`src/rtl/firebird7_in_gate1_tessent_tdr_pkg.sv`:
```
// Shared types and field layout for the firebird7 IJTAG data-override TDR.
// The shift register is {select, mode, data[WIDTH-1:0]}.
package firebird7_in_gate1_tessent_tdr_pkg;

    localparam int DEF_WIDTH = 19;
    localparam int SEL_BIT   = DEF_WIDTH + 1;
    localparam int MODE_BIT  = DEF_WIDTH;

    typedef enum logic {
        MODE_STICKY = 1'b0,
        MODE_TIMED  = 1'b1
    } mode_e;

endpackage

```
`src/rtl/firebird7_in_gate1_tessent_tdr_data_ctl_if.sv`:
```
// IJTAG access signals plus the override bus toward the downstream data mux.
interface firebird7_in_gate1_tessent_tdr_data_ctl_if #(
    parameter int WIDTH = 19
);
    logic             ijtag_sel;
    logic             ijtag_ce;
    logic             ijtag_se;
    logic             ijtag_ue;
    logic             ijtag_si;
    logic             ijtag_so;
    logic [WIDTH-1:0] capture_data_in;
    logic [WIDTH-1:0] ijtag_data_out;
    logic             ijtag_select;

    modport master (
        output ijtag_sel, ijtag_ce, ijtag_se, ijtag_ue, ijtag_si, capture_data_in,
        input  ijtag_so, ijtag_data_out, ijtag_select
    );

    modport slave (
        input  ijtag_sel, ijtag_ce, ijtag_se, ijtag_ue, ijtag_si, capture_data_in,
        output ijtag_so, ijtag_data_out, ijtag_select
    );
endinterface

```
`src/rtl/firebird7_in_gate1_tessent_tdr_hold_cnt.sv`:
```
// Timed-override hold counter: loads on update, counts down, flags the 1->0 step.
module firebird7_in_gate1_tessent_tdr_hold_cnt #(
    parameter int HOLD_CYCLES = 16,
    parameter int CNT_W       = $clog2(HOLD_CYCLES + 1)
) (
    input  logic ijtag_tck,
    input  logic ijtag_reset,
    input  logic load,
    input  logic arm,
    output logic expire
);
    logic [CNT_W-1:0] hold_cnt;

    always_ff @(posedge ijtag_tck or posedge ijtag_reset) begin
        if (ijtag_reset)
            hold_cnt <= '0;
        else if (load)
            hold_cnt <= arm ? CNT_W'(HOLD_CYCLES) : '0;
        else if (hold_cnt != '0)
            hold_cnt <= hold_cnt - CNT_W'(1);
    end

    // An update in the same cycle wins over expiry so a reload never drops select.
    assign expire = !load && (hold_cnt == CNT_W'(1));

endmodule

```
`src/rtl/firebird7_in_gate1_tessent_tdr_data_ctl.sv`:
```
// IJTAG TDR driving the 19-bit functional/override mux, with sticky or timed select.
module firebird7_in_gate1_tessent_tdr_data_ctl
    import firebird7_in_gate1_tessent_tdr_pkg::*;
#(
    parameter int WIDTH       = DEF_WIDTH,
    parameter int HOLD_CYCLES = 16,
    parameter int CNT_W       = $clog2(HOLD_CYCLES + 1)
) (
    input  logic ijtag_tck,
    input  logic ijtag_reset,
    firebird7_in_gate1_tessent_tdr_data_ctl_if.slave tdr
);
    localparam int SEL_B  = WIDTH + 1;
    localparam int MODE_B = WIDTH;

    logic [WIDTH+1:0] sr;
    logic [WIDTH-1:0] data_q;
    logic             sel_q;
    mode_e            mode_q;

    logic do_capture, do_shift, do_update, arm, expire;

    assign do_capture = tdr.ijtag_sel & tdr.ijtag_ce;
    assign do_shift   = tdr.ijtag_sel & tdr.ijtag_se & ~tdr.ijtag_ce;
    assign do_update  = tdr.ijtag_sel & tdr.ijtag_ue;
    assign arm        = sr[SEL_B] & sr[MODE_B];

    always_ff @(posedge ijtag_tck or posedge ijtag_reset) begin
        if (ijtag_reset)
            sr <= '0;
        else if (do_capture)
            sr <= {sel_q, mode_q, tdr.capture_data_in};
        else if (do_shift)
            sr <= {tdr.ijtag_si, sr[WIDTH+1:1]};
    end

    // Update samples the pre-edge sr, so a same-cycle capture/shift cannot leak in.
    always_ff @(posedge ijtag_tck or posedge ijtag_reset) begin
        if (ijtag_reset) begin
            data_q <= '0;
            sel_q  <= 1'b0;
            mode_q <= MODE_STICKY;
        end else if (do_update) begin
            data_q <= sr[WIDTH-1:0];
            sel_q  <= sr[SEL_B];
            mode_q <= mode_e'(sr[MODE_B]);
        end else if (expire) begin
            sel_q  <= 1'b0;
        end
    end

    firebird7_in_gate1_tessent_tdr_hold_cnt #(
        .HOLD_CYCLES (HOLD_CYCLES),
        .CNT_W       (CNT_W)
    ) u_hold_cnt (
        .ijtag_tck   (ijtag_tck),
        .ijtag_reset (ijtag_reset),
        .load        (do_update),
        .arm         (arm),
        .expire      (expire)
    );

    assign tdr.ijtag_so       = sr[0];
    assign tdr.ijtag_data_out = data_q;
    assign tdr.ijtag_select   = sel_q;

endmodule
```
`src/flat_wrapper.sv`:
```
// flat-port wrapper written by rule: the top's interface ports become plain ports
module firebird7_in_gate1_tessent_tdr_data_ctl_flat import firebird7_in_gate1_tessent_tdr_pkg::*;
#(
    parameter int WIDTH       = DEF_WIDTH,
    parameter int HOLD_CYCLES = 16,
    parameter int CNT_W       = $clog2(HOLD_CYCLES + 1)
)
  (ijtag_tck, ijtag_reset, tdr_ijtag_sel, tdr_ijtag_ce, tdr_ijtag_se, tdr_ijtag_ue, tdr_ijtag_si, tdr_capture_data_in, tdr_ijtag_so, tdr_ijtag_data_out, tdr_ijtag_select);
  firebird7_in_gate1_tessent_tdr_data_ctl_if #(.WIDTH(WIDTH)) tdr_i ();
  input  logic ijtag_tck;
  input  logic ijtag_reset;
  input wire logic [$bits(tdr_i.ijtag_sel)-1:0] tdr_ijtag_sel;
  input wire logic [$bits(tdr_i.ijtag_ce)-1:0] tdr_ijtag_ce;
  input wire logic [$bits(tdr_i.ijtag_se)-1:0] tdr_ijtag_se;
  input wire logic [$bits(tdr_i.ijtag_ue)-1:0] tdr_ijtag_ue;
  input wire logic [$bits(tdr_i.ijtag_si)-1:0] tdr_ijtag_si;
  input wire logic [$bits(tdr_i.capture_data_in)-1:0] tdr_capture_data_in;
  output wire logic [$bits(tdr_i.ijtag_so)-1:0] tdr_ijtag_so;
  output wire logic [$bits(tdr_i.ijtag_data_out)-1:0] tdr_ijtag_data_out;
  output wire logic [$bits(tdr_i.ijtag_select)-1:0] tdr_ijtag_select;
  assign tdr_i.ijtag_sel = tdr_ijtag_sel;
  assign tdr_i.ijtag_ce = tdr_ijtag_ce;
  assign tdr_i.ijtag_se = tdr_ijtag_se;
  assign tdr_i.ijtag_ue = tdr_ijtag_ue;
  assign tdr_i.ijtag_si = tdr_ijtag_si;
  assign tdr_i.capture_data_in = tdr_capture_data_in;
  assign tdr_ijtag_so = tdr_i.ijtag_so;
  assign tdr_ijtag_data_out = tdr_i.ijtag_data_out;
  assign tdr_ijtag_select = tdr_i.ijtag_select;
  firebird7_in_gate1_tessent_tdr_data_ctl #(.WIDTH(WIDTH), .HOLD_CYCLES(HOLD_CYCLES), .CNT_W(CNT_W)) u_core (.ijtag_tck(ijtag_tck), .ijtag_reset(ijtag_reset), .tdr(tdr_i));
endmodule
```
`config.mk`:
```
export PLATFORM = sky130hd
export DESIGN_NAME = firebird7_in_gate1_tessent_tdr_data_ctl_flat
export DESIGN_NICKNAME = d
export VERILOG_FILES = /design/src/rtl/firebird7_in_gate1_tessent_tdr_pkg.sv /design/src/rtl/firebird7_in_gate1_tessent_tdr_data_ctl_if.sv /design/src/rtl/firebird7_in_gate1_tessent_tdr_hold_cnt.sv /design/src/rtl/firebird7_in_gate1_tessent_tdr_data_ctl.sv /design/src/flat_wrapper.sv
export SDC_FILE = /design/constraint.sdc
export NUM_CORES = 1
export LEC_CHECK = 0
export CORE_MARGIN = 4
export CORE_UTILIZATION = 43
export DETAILED_ROUTE_END_ITERATION = 10
export PLACE_DENSITY = 0.83
export SYNTH_ARGS = -nofsm -noshare
export SYNTH_HDL_FRONTEND = slang
export SYNTH_SLANG_ARGS = --single-unit
```
`constraint.sdc`:
```
create_clock -name ijtag_tck -period 1.45 [get_ports ijtag_tck]
set_input_delay 0.145 -clock ijtag_tck [delete_from_list [all_inputs] [get_ports ijtag_tck]]
set_output_delay 0.145 -clock ijtag_tck [all_outputs]
set_load 0.01 [all_outputs]
```
==> flow_summary.yaml, run 1 <==
grt:
  grt_max_degree: 36
  grt_pass1_wl_um: 7910
  grt_util_met2: 0.273
  groute.usage.overall: 0.162
  antenna_found_initial: 0
  first_global_vias: 1635
  grtUsageMet1: 0.204
  use_met3: 0.0433
  gr-max-usage-layer: "met2"
  overflow: 0
route:
  via_count: 1679
  wl_per_cell_um: 15.7
  vias_per_cell: 5.56
  first_pass_iters: 4
  ant_nets: 0
  wirelength_um: 4730
  dr.first_iter.drc_count: 94
  drc_errors: 0
critical_path:
  r2r_slack_ns: -0.008
  cp_num_buf_inv: 1
  arrival_ns: 1.69
  r2r-end: "u_core.u_hold_cnt.hold_cnt[0]"
  cp_cell_sequence: "inv_2, ha_4, or4b_4, xnor2_2, a21oi_1"
  endpoint_kind: "flop"
  worst-path-stages: 5
  worstPathRequired_ns: 1.68
  critical_path.max_fanout: 3
  crit_path_top_delay_cell: "or4b_4"
  crit_type: "flop to flop"
  timing.rr.start: "u_core.u_hold_cnt.hold_cnt[1]"
  slowest_delay_ns: 0.51
  start_kind: "flop"
  cp_top_family: "simple AND/OR/NAND/NOR gates"
  r2r_cells: 5
final_layout:
  layout_commonest_cell: "nand3_1"
  drive_gt1_frac: 0.224
  fin_util: 0.632
  fill_cells: 368
  fin_nets: 277
  n_antenna_cell: 0
  stdcell_count: 302
  mostFrequentLayoutCells: "nand3_1, dfrtp_1, clkdlybuf4s50_1"
  syn_to_final_growth_pct: 38.2
die:
  die_x_um: 77.2
  rows: 24
  chipHeight_um: 77.2
  start_util: 0.457
  die_area_um2: 5960
  ioPinCount: 47
  core_um2: 4500
sta:
  max_freq_mhz: 686
  finClkSkew_ns: 0.0118
  tightest_slew_ns: 0.315
  layout_setup_ws_ns: -0.00804
  finalSetupViolCount: 1
  slew_viol_final: 0
  rsz0062_at_grt: "yes"
  fin_crit_sh: 1.01
  max_slew_margin: 0.787
  layout_min_cycle_time_ns: 1.46
  hold_viol: 0
cts:
  postCtsHoldBufs: 0
  tritoncts: "built"
  clock_path_buffers: 2
  root_buffer: "clkbuf_8"
  numCtsBuffers: 5
  path_clk_slew_ns: 0.09
  clock-sinks: 47
  htreeDepth: 2
  insertion_delay_ns: 0.30
pwr:
  p_sw_w: 0.00119
  p_leak_nw: 1.29
  finalPower_w: 0.00428
  p_per_area_nw_per_um2: 1510
  p_int_w: 0.00309
  switching_share: 0.278
  pwr-share-seq: 0.418
  clkPwrFrac: 0.261
  p_comb_frac: 0.320
  ir_drop_mv: 0.689
placed_design:
  placed_cells: 292
  dp_hpwl_um: 3300
  finalWeightedCongestion: 0.735
  io_buffers: 46
synth:
  synth_seq_cells: 47
  syn_inst: 192
  synth.distinct_cells: 26
  seq_area_frac_synth: 0.571
  avgSynthCellArea_um2: 10.7
  syn_area_um2: 2060
  synth_nets: 220
  yosysWarnings: 0
outcome:
  violations: "negative setup slack"
  status: "complete, but fails checks"
min_path:
  min_path_type: "primary input to async pin"
job:
  maxCapViolations: 0
per-stage QoR:
stage | setup slack, ns | TNS [ns] | area [um^2] | hold WS [ns]
CTS | 0.0151 | 0 | 2820 | 0.115
detailed placement | -0.00116 | -0.00116 | 2660 | 0.440
finish | -0.00804 | -0.00804 | 2850 | 0.108
global placement | 0.0597 | 0 | 2660 | 0.433
global route | -0.0769 | -0.175 | 2850 | 0.136
floorplan | 0.0529 | 0 | 2060 | 0.227
sequential cells by signal (all words and copies together) (netlist names):
| name | count |
|---|---|
| u_core.tdr.ijtag_data_out | 19 |
| u_core.u_hold_cnt.hold_cnt | 5 |
| u_core.sr | 21 |
| u_core.tdr.ijtag_select | 1 |
| u_core.mode_q | 1 |
layer usage:
layer | part of all wire | up-vias
met3 | 0.054 | 2
met1 | 0.41 | 840
met5 | 0 | -
met4 | 0.0057 | 0
li1 | - | 791
met2 | 0.53 | 46
power groups by stage:
stage | clock (W) | combinational, W | sequential, W
finish | 0.00112 | 0.00137 | 0.00179
global route | 0.00120 | 0.00151 | 0.00183
CTS | 0.00114 | 0.00126 | 0.00179
detailed placement | 0 | 0.00116 | 0.00181
global placement | 0 | 0.00111 | 0.00179
floorplan | 0 | 0.000561 | 0.00184
kinds of logic after synthesis:
logic type                 share of synthesized area
muxes                                          0.114
adders and majority gates                     0.0122
xor gates and xnor gates                     0.00426
and+or+nand+nor                                0.229
DFF                                            0.571
buffers and inverters                         0.0389
AOI/OAI and AO/OA                             0.0298
worst register-to-register path, stage by stage, from the launching register on:
cell and delay (ns):
dfrtp_1 0.40, inv_2 0.08, ha_4 0.13, or4b_4 0.51, xnor2_2 0.16, a21oi_1 0.11
worst max-delay path by stage:
stage                                   from                            end  slack [ns]
3_5_place_dp   u_core.u_hold_cnt.hold_cnt[1]  u_core.u_hold_cnt.hold_cnt[0]      -0.001
2_1_floorplan  u_core.u_hold_cnt.hold_cnt[0]  u_core.u_hold_cnt.hold_cnt[0]        0.05
6_report       u_core.u_hold_cnt.hold_cnt[1]  u_core.u_hold_cnt.hold_cnt[0]      -0.008
5_1_grt        u_core.u_hold_cnt.hold_cnt[1]  u_core.u_hold_cnt.hold_cnt[0]       -0.08
4_1_cts        u_core.u_hold_cnt.hold_cnt[1]  u_core.u_hold_cnt.hold_cnt[3]        0.02
3_3_place_gp                    tdr_ijtag_ce                  u_core.sr[13]        0.06
Yosys cell counts:
library cell  instances  area (um^2)
nand3_1              63          315
nand2_1              22         82.6
nor3_1                2         10.0
a31oi_1               1         6.26
inv_1                 4         15.0
a221oi_2              1         15.0
clkbuf_1              6         22.5
nand2_2               1         6.26
or3_1                 1         6.26
and2_1                1         6.26
nor2b_1               3         18.8
or4b_4                1         13.8
dfrtp_1              47         1180
mux2_2               20          225
o21a_1                1         7.51
a31o_2                1         8.76
buf_4                 3         22.5
xnor2_1               1         8.76
mux2i_1               1         10.0
nor2_1                1         3.75
nor4b_1               1         8.76
o21ai_0               2         10.0
o311ai_0              1         8.76
ha_1                  2         25.0
buf_2                 4         20.0
a21oi_1               1         5.00
layout make-up:
type | instances | area, um^2 | area share
Inverter | 4 | 15.0 | 0.00528
Clock buffer | 6 | 72.6 | 0.0255
Timing Repair Buffer | 63 | 613 | 0.215
Tap cell | 52 | 65.1 | 0.0229
Sequential cell | 47 | 1180 | 0.413
Clock inverter | 2 | 60.1 | 0.0211
Multi-Input combinational cell | 128 | 843 | 0.296
repair_timing:
action | 4_1_cts | 5_1_grt
setup endpoints to repair | 2 | 3
buffers inserted | 1 | 1
resized for setup | 5 | 4
pin swaps | 1 | 0
Note: power is estimated with default switching activity, not from simulation.
==> run 2, diff against run 1 <==
--- a/config.mk
+++ b/config.mk
@@ -12,3 +12,4 @@
 export SYNTH_ARGS = -nofsm -noshare
 export SYNTH_HDL_FRONTEND = slang
 export SYNTH_SLANG_ARGS = --single-unit
+export TNS_END_PERCENT = 20
==> run 2 against run 1 <==
Compared with the run above: the flow still finishes with violations (negative setup slack); via count grew 0.24%; clock skew hardly changed; global-route usage unchanged; final cell count shrank 0.33%; power shrank 0.56%; critical path type unchanged; highest routed layer unchanged.
==> flow_summary.yaml, run 2 (synthesized netlist as in run 1, its figures left out) <==
outcome:
  status: "complete, but fails checks"
  violations: "negative setup slack"
sta:
  layout_min_cycle_time_ns: 1.46
  rsz0062_at_grt: "yes"
  max_slew_margin: 0.792
  finClkSkew_ns: 0.0120
  fin_tns_setup_ns: -0.00725
  hold_viol: 0
  tightest_slew_ns: 0.308
  fin_crit_sh: 1.01
  finalSetupViolCount: 1
  layout_setup_ws_ns: -0.00725
  slew_viol_final: 0
  max_freq_mhz: 686
die:
  die_area_um2: 5960
  die_x_um: 77.2
  ioPinCount: 47
  start_util: 0.457
  core_um2: 4500
  chipHeight_um: 77.2
  rows: 24
route:
  wl_per_cell_um: 15.6
  dr.first_iter.drc_count: 90
  drc_errors: 0
  wirelength_um: 4690
  first_pass_iters: 4
  via_count: 1683
  ant_nets: 0
  vias_per_cell: 5.59
final_layout:
  syn_to_final_growth_pct: 37.9
  fin_util: 0.630
  largest_reg_flops: 21
  layout_commonest_cell: "nand3_1"
  drive_gt1_frac: 0.221
  stdcell_count: 301
  mostFrequentLayoutCells: "nand3_1, dfrtp_1, clkdlybuf4s50_1"
  fin_nets: 276
  n_antenna_cell: 0
  largest_register: "u_core.sr"
grt:
  grtUsageMet1: 0.204
  antenna_found_initial: 0
  first_global_vias: 1635
  grt_util_met2: 0.273
  use_met3: 0.0433
  overflow: 0
  gr-max-usage-layer: "met2"
  grt_pass1_wl_um: 7910
  grt_max_degree: 36
  groute.usage.overall: 0.162
critical_path:
  crit_path_start: "u_core.u_hold_cnt.hold_cnt[1]"
  start_kind: "flop"
  worstPathRequired_ns: 1.68
  endpoint_kind: "flop"
  crit_path_top_delay_cell: "or4b_4"
  cp_num_buf_inv: 1
  critical_path.max_fanout: 3
  cp_cell_sequence: "inv_2, ha_4, or4b_4, xnor2_2, a21oi_1"
  slowest_delay_ns: 0.51
  cp_top_family: "simple AND/OR/NAND/NOR gates"
  arrival_ns: 1.68
  crit_type: "flop to flop"
  timing.rr.start: "u_core.u_hold_cnt.hold_cnt[1]"
placed_design:
  placed_cells: 292
  finalWeightedCongestion: 0.735
  dp_hpwl_um: 3300
  io_buffers: 46
cts:
  root_buffer: "clkbuf_8"
  postCtsHoldBufs: 0
  path_clk_slew_ns: 0.09
  tritoncts: "built"
  htreeDepth: 2
  numCtsBuffers: 5
  clock_path_buffers: 2
  insertion_delay_ns: 0.30
  clock-sinks: 47
pwr:
  ir_drop_mv: 0.689
  p_leak_nw: 1.28
  finalPower_w: 0.00426
  p_per_area_nw_per_um2: 1500
job:
  maxCapViolations: 0
min_path:
  min_path_type: "primary input to async pin"
==> run 2: changes by cell type in the layout (fill, tap and decap cells not counted), sizes merged <==
cell,delta
buf,-1
==> run 2: timing repair <==
action | CTS | global route
resized for setup | 5 | 4
buffers inserted | 1 | 0
setup endpoints to repair | 2 | 3
pin swaps | 1 | 0
==> run 2: cell type report <==
class                           count  area, um^2
Clock inverter                      2        60.1
Timing Repair Buffer               62         606
Inverter                            4        15.0
Multi-Input combinational cell    128         843
Fill cell                         371        1670
Tap cell                           52        65.1
Clock buffer                        6        72.6
Sequential cell                    47        1180
==> run 2: power breakdown <==
part | switching (W) | total, W | internal, W
Sequential | 0.000200 | 0.00179 | 0.00159
Clock | 0.000428 | 0.00112 | 0.000689
Combinational | 0.000554 | 0.00135 | 0.000797
==> run 2: per-layer routing <==
layer  wire length, um  part of all wire
met3               282             0.060
met2              2520              0.54
met1              1870              0.40
met4                27            0.0058
met5                 0                 0
==> run 2: final timing paths <==
kind	depth (start not counted)	to	slack, ns
max in group asynchronous	3	u_core.tdr.ijtag_data_out[6]	0.85
worst max register to register	5	u_core.u_hold_cnt.hold_cnt[0]	-0.007
worst max-delay path	5	u_core.u_hold_cnt.hold_cnt[0]	-0.007
min in group ijtag_tck	3	u_core.sr[3]	0.41
worst min-delay path	2	u_core.tdr.ijtag_data_out[1]	0.11
worst min register to register	1	u_core.tdr.ijtag_data_out[7]	0.51
==> run 2: per-stage QoR <==
step / setup WS (ns) / instance area, um^2 / hold slack [ns]
final: -0.00725 / 2840 / 0.109
after global routing: -0.0744 / 2840 / 0.136
after CTS: 0.0151 / 2820 / 0.115
after detailed placement: -0.00116 / 2660 / 0.440
after global placement: 0.0597 / 2660 / 0.433
after floorplan: 0.0529 / 2060 / 0.227
==> run 3, diff against run 2 <==
--- a/config.mk
+++ b/config.mk
@@ -5,10 +5,12 @@
 export SDC_FILE = /design/constraint.sdc
 export NUM_CORES = 1
 export LEC_CHECK = 0
+export CELL_PAD_IN_SITES_DETAIL_PLACEMENT = 0
+export CELL_PAD_IN_SITES_GLOBAL_PLACEMENT = 1
 export CORE_MARGIN = 4
-export CORE_UTILIZATION = 43
+export CORE_UTILIZATION = 38
 export DETAILED_ROUTE_END_ITERATION = 10
-export PLACE_DENSITY = 0.83
+export PLACE_DENSITY = 0.88
 export SYNTH_ARGS = -nofsm -noshare
 export SYNTH_HDL_FRONTEND = slang
 export SYNTH_SLANG_ARGS = --single-unit
==> constraint.sdc (replaced) <==
create_clock -name ijtag_tck -period 1.4 [get_ports ijtag_tck]
set_input_delay 0.14 -clock ijtag_tck [delete_from_list [all_inputs] [get_ports ijtag_tck]]
set_output_delay 0.14 -clock ijtag_tck [all_outputs]
set_load 0.01 [all_outputs]
==> run 3 against run 2 <==
Compared with the run above: the run still ends with negative setup slack left; clock-buffer cell count stayed put; first-iteration DRC count rose by 20%; critical path depth unchanged; setup slack lost 0.012 ns; utilization shrank 7.6 points; die area rose by 12%; combinational power about the same; fmax up 2.6%; register-to-register slack about the same; clock skew decreased by 0.0087 ns; global-route usage fell by 0.69 points; clock power decreased by 14%; largest power group unchanged.
==> flow_summary.yaml, run 3 (synthesized netlist as in run 1, its figures left out) <==
grt:
  grt_max_degree: 48
  first_global_vias: 1743
  use_met3: 0.0417
  overflow: 0
  groute.usage.overall: 0.155
  grtUsageMet1: 0.222
  grt_pass1_wl_um: 8070
  grt_util_met2: 0.232
  antenna_found_initial: 0
  gr-max-usage-layer: "met2"
sta:
  tightest_slew_ns: 0.328
  max_slew_margin: 0.780
  layout_setup_ws_ns: -0.0196
  finClkSkew_ns: 0.00327
  rsz0062_at_grt: "yes"
  slew_viol_final: 0
  finalSetupViolCount: 2
  hold_viol: 0
  layout_min_cycle_time_ns: 1.42
  max_freq_mhz: 704
  fin_crit_sh: 1.01
pwr:
  clkPwrFrac: 0.231
  p_comb_frac: 0.325
  p_sw_w: 0.00116
  p_leak_nw: 1.32
  switching_share: 0.279
  finalPower_w: 0.00415
  p_int_w: 0.00299
  ir_drop_mv: 0.727
  p_per_area_nw_per_um2: 1450
  pwr-share-seq: 0.444
route:
  vias_per_cell: 5.20
  dr.first_iter.drc_count: 108
  wirelength_um: 4500
  wl_per_cell_um: 14.0
  via_count: 1676
  drc_errors: 0
  first_pass_iters: 4
  ant_nets: 0
cts:
  root_buffer: "clkbuf_8"
  clock_path_buffers: 2
  insertion_delay_ns: 0.29
  htreeDepth: 2
  tritoncts: "built"
  clock-sinks: 47
  numCtsBuffers: 5
  path_clk_slew_ns: 0.08
  postCtsHoldBufs: 0
die:
  core_um2: 5170
  rows: 26
  die_x_um: 81.6
  ioPinCount: 47
  die_area_um2: 6660
  chipHeight_um: 81.6
  start_util: 0.398
final_layout:
  layout_commonest_cell: "nand3_1"
  largest_reg_flops: 21
  n_antenna_cell: 0
  syn_to_final_growth_pct: 39.1
  drive_gt1_frac: 0.226
  stdcell_count: 322
  mostFrequentLayoutCells: "nand3_1, dfrtp_1, clkdlybuf4s50_1"
  fin_nets: 280
  largest_register: "u_core.sr"
placed_design:
  placed_cells: 314
  dp_hpwl_um: 3090
  finalWeightedCongestion: 0.787
  io_buffers: 46
critical_path:
  start_kind: "flop"
  arrival_ns: 1.61
  critical_path.max_fanout: 2
  crit_type: "flop to flop"
  worstPathRequired_ns: 1.59
  endpoint_kind: "flop"
outcome:
  status: "complete, but fails checks"
  violations: "negative setup slack"
job:
  maxCapViolations: 0
min_path:
  min_path_type: "primary input to async pin"
## run 3: cell types whose count changed in the layout (fill, tap and decap cells not counted), sizes merged
cell	change
dlymetal6s2s	+2
buf	+4
bufinv	-1
clkdlybuf4s50	-2
## run 3: power groups by stage
stage	clock network [W]	registers (W)	logic, W
floorplan	0	0.00190	0.000581
finish	0.000959	0.00185	0.00135
global route	0.00104	0.00190	0.00150
detailed placement	0	0.00187	0.00124
global placement	0	0.00186	0.00121
CTS	0.000982	0.00185	0.00135
## run 3: through the flow
step | TNS, ns | hold WS (ns) | instance area, um^2 | setup slack, ns | utilization
after floorplan | 0 | 0.222 | 2060 | 0.00289 | -
after CTS | -0.0520 | 0.206 | 2850 | -0.0279 | 0.551
final | -0.0249 | 0.189 | 2860 | -0.0196 | 0.554
after global placement | -0.00417 | 0.487 | 2720 | -0.00298 | 0.526
after global routing | -0.172 | 0.224 | 2860 | -0.0803 | 0.554
after detailed placement | -0.0583 | 0.492 | 2720 | -0.0389 | 0.526
## run 3: cell type report
cell class,count,area (um^2)
clock buffer,6,72.6
multi-input combinational,128,830
clock inverter,1,30.0
sequential,47,1180
tap,70,87.6
inverter,4,15.0
timing repair buffer,66,653
fill,454,2310
## run 3: timing repair
action,in CTS,in global routing
setup buffers,1,0
gates cloned,0,0
resized for setup,5,5
endpoints found under the setup margin,2,6
pin swaps,1,1
## run 3: metal layers
layer | vias to the layer above | share of wire
met5 | - | 0
met4 | 0 | 0.015
met3 | 7 | 0.053
met2 | 44 | 0.44
met1 | 833 | 0.49
li1 | 792 | -
## run 3: worst max-delay path, stage by stage (launching register included)
cell	delay [ns]
dfrtp_1	0.39
buf_4	0.14
buf_4	0.12
or3_4	0.36
and2_4	0.16
o21a_1	0.15
## run 3: path summary, 6_finish.rpt
kind	start	to	cells after the start	slack, ns
worst max-delay path	u_core.u_hold_cnt.hold_cnt[1]	u_core.u_hold_cnt.hold_cnt[3]	5	-0.02
worst min-delay path	ijtag_reset	u_core.tdr.ijtag_data_out[0]	3	0.19
worst max register to register	u_core.u_hold_cnt.hold_cnt[1]	u_core.u_hold_cnt.hold_cnt[3]	5	-0.02
worst min register to register	u_core.tdr.ijtag_data_out[3]	u_core.tdr.ijtag_data_out[3]	1	0.51
max in group asynchronous	ijtag_reset	u_core.tdr.ijtag_data_out[8]	3	0.98
min in group ijtag_tck	tdr_capture_data_in[3]	u_core.sr[3]	3	0.41
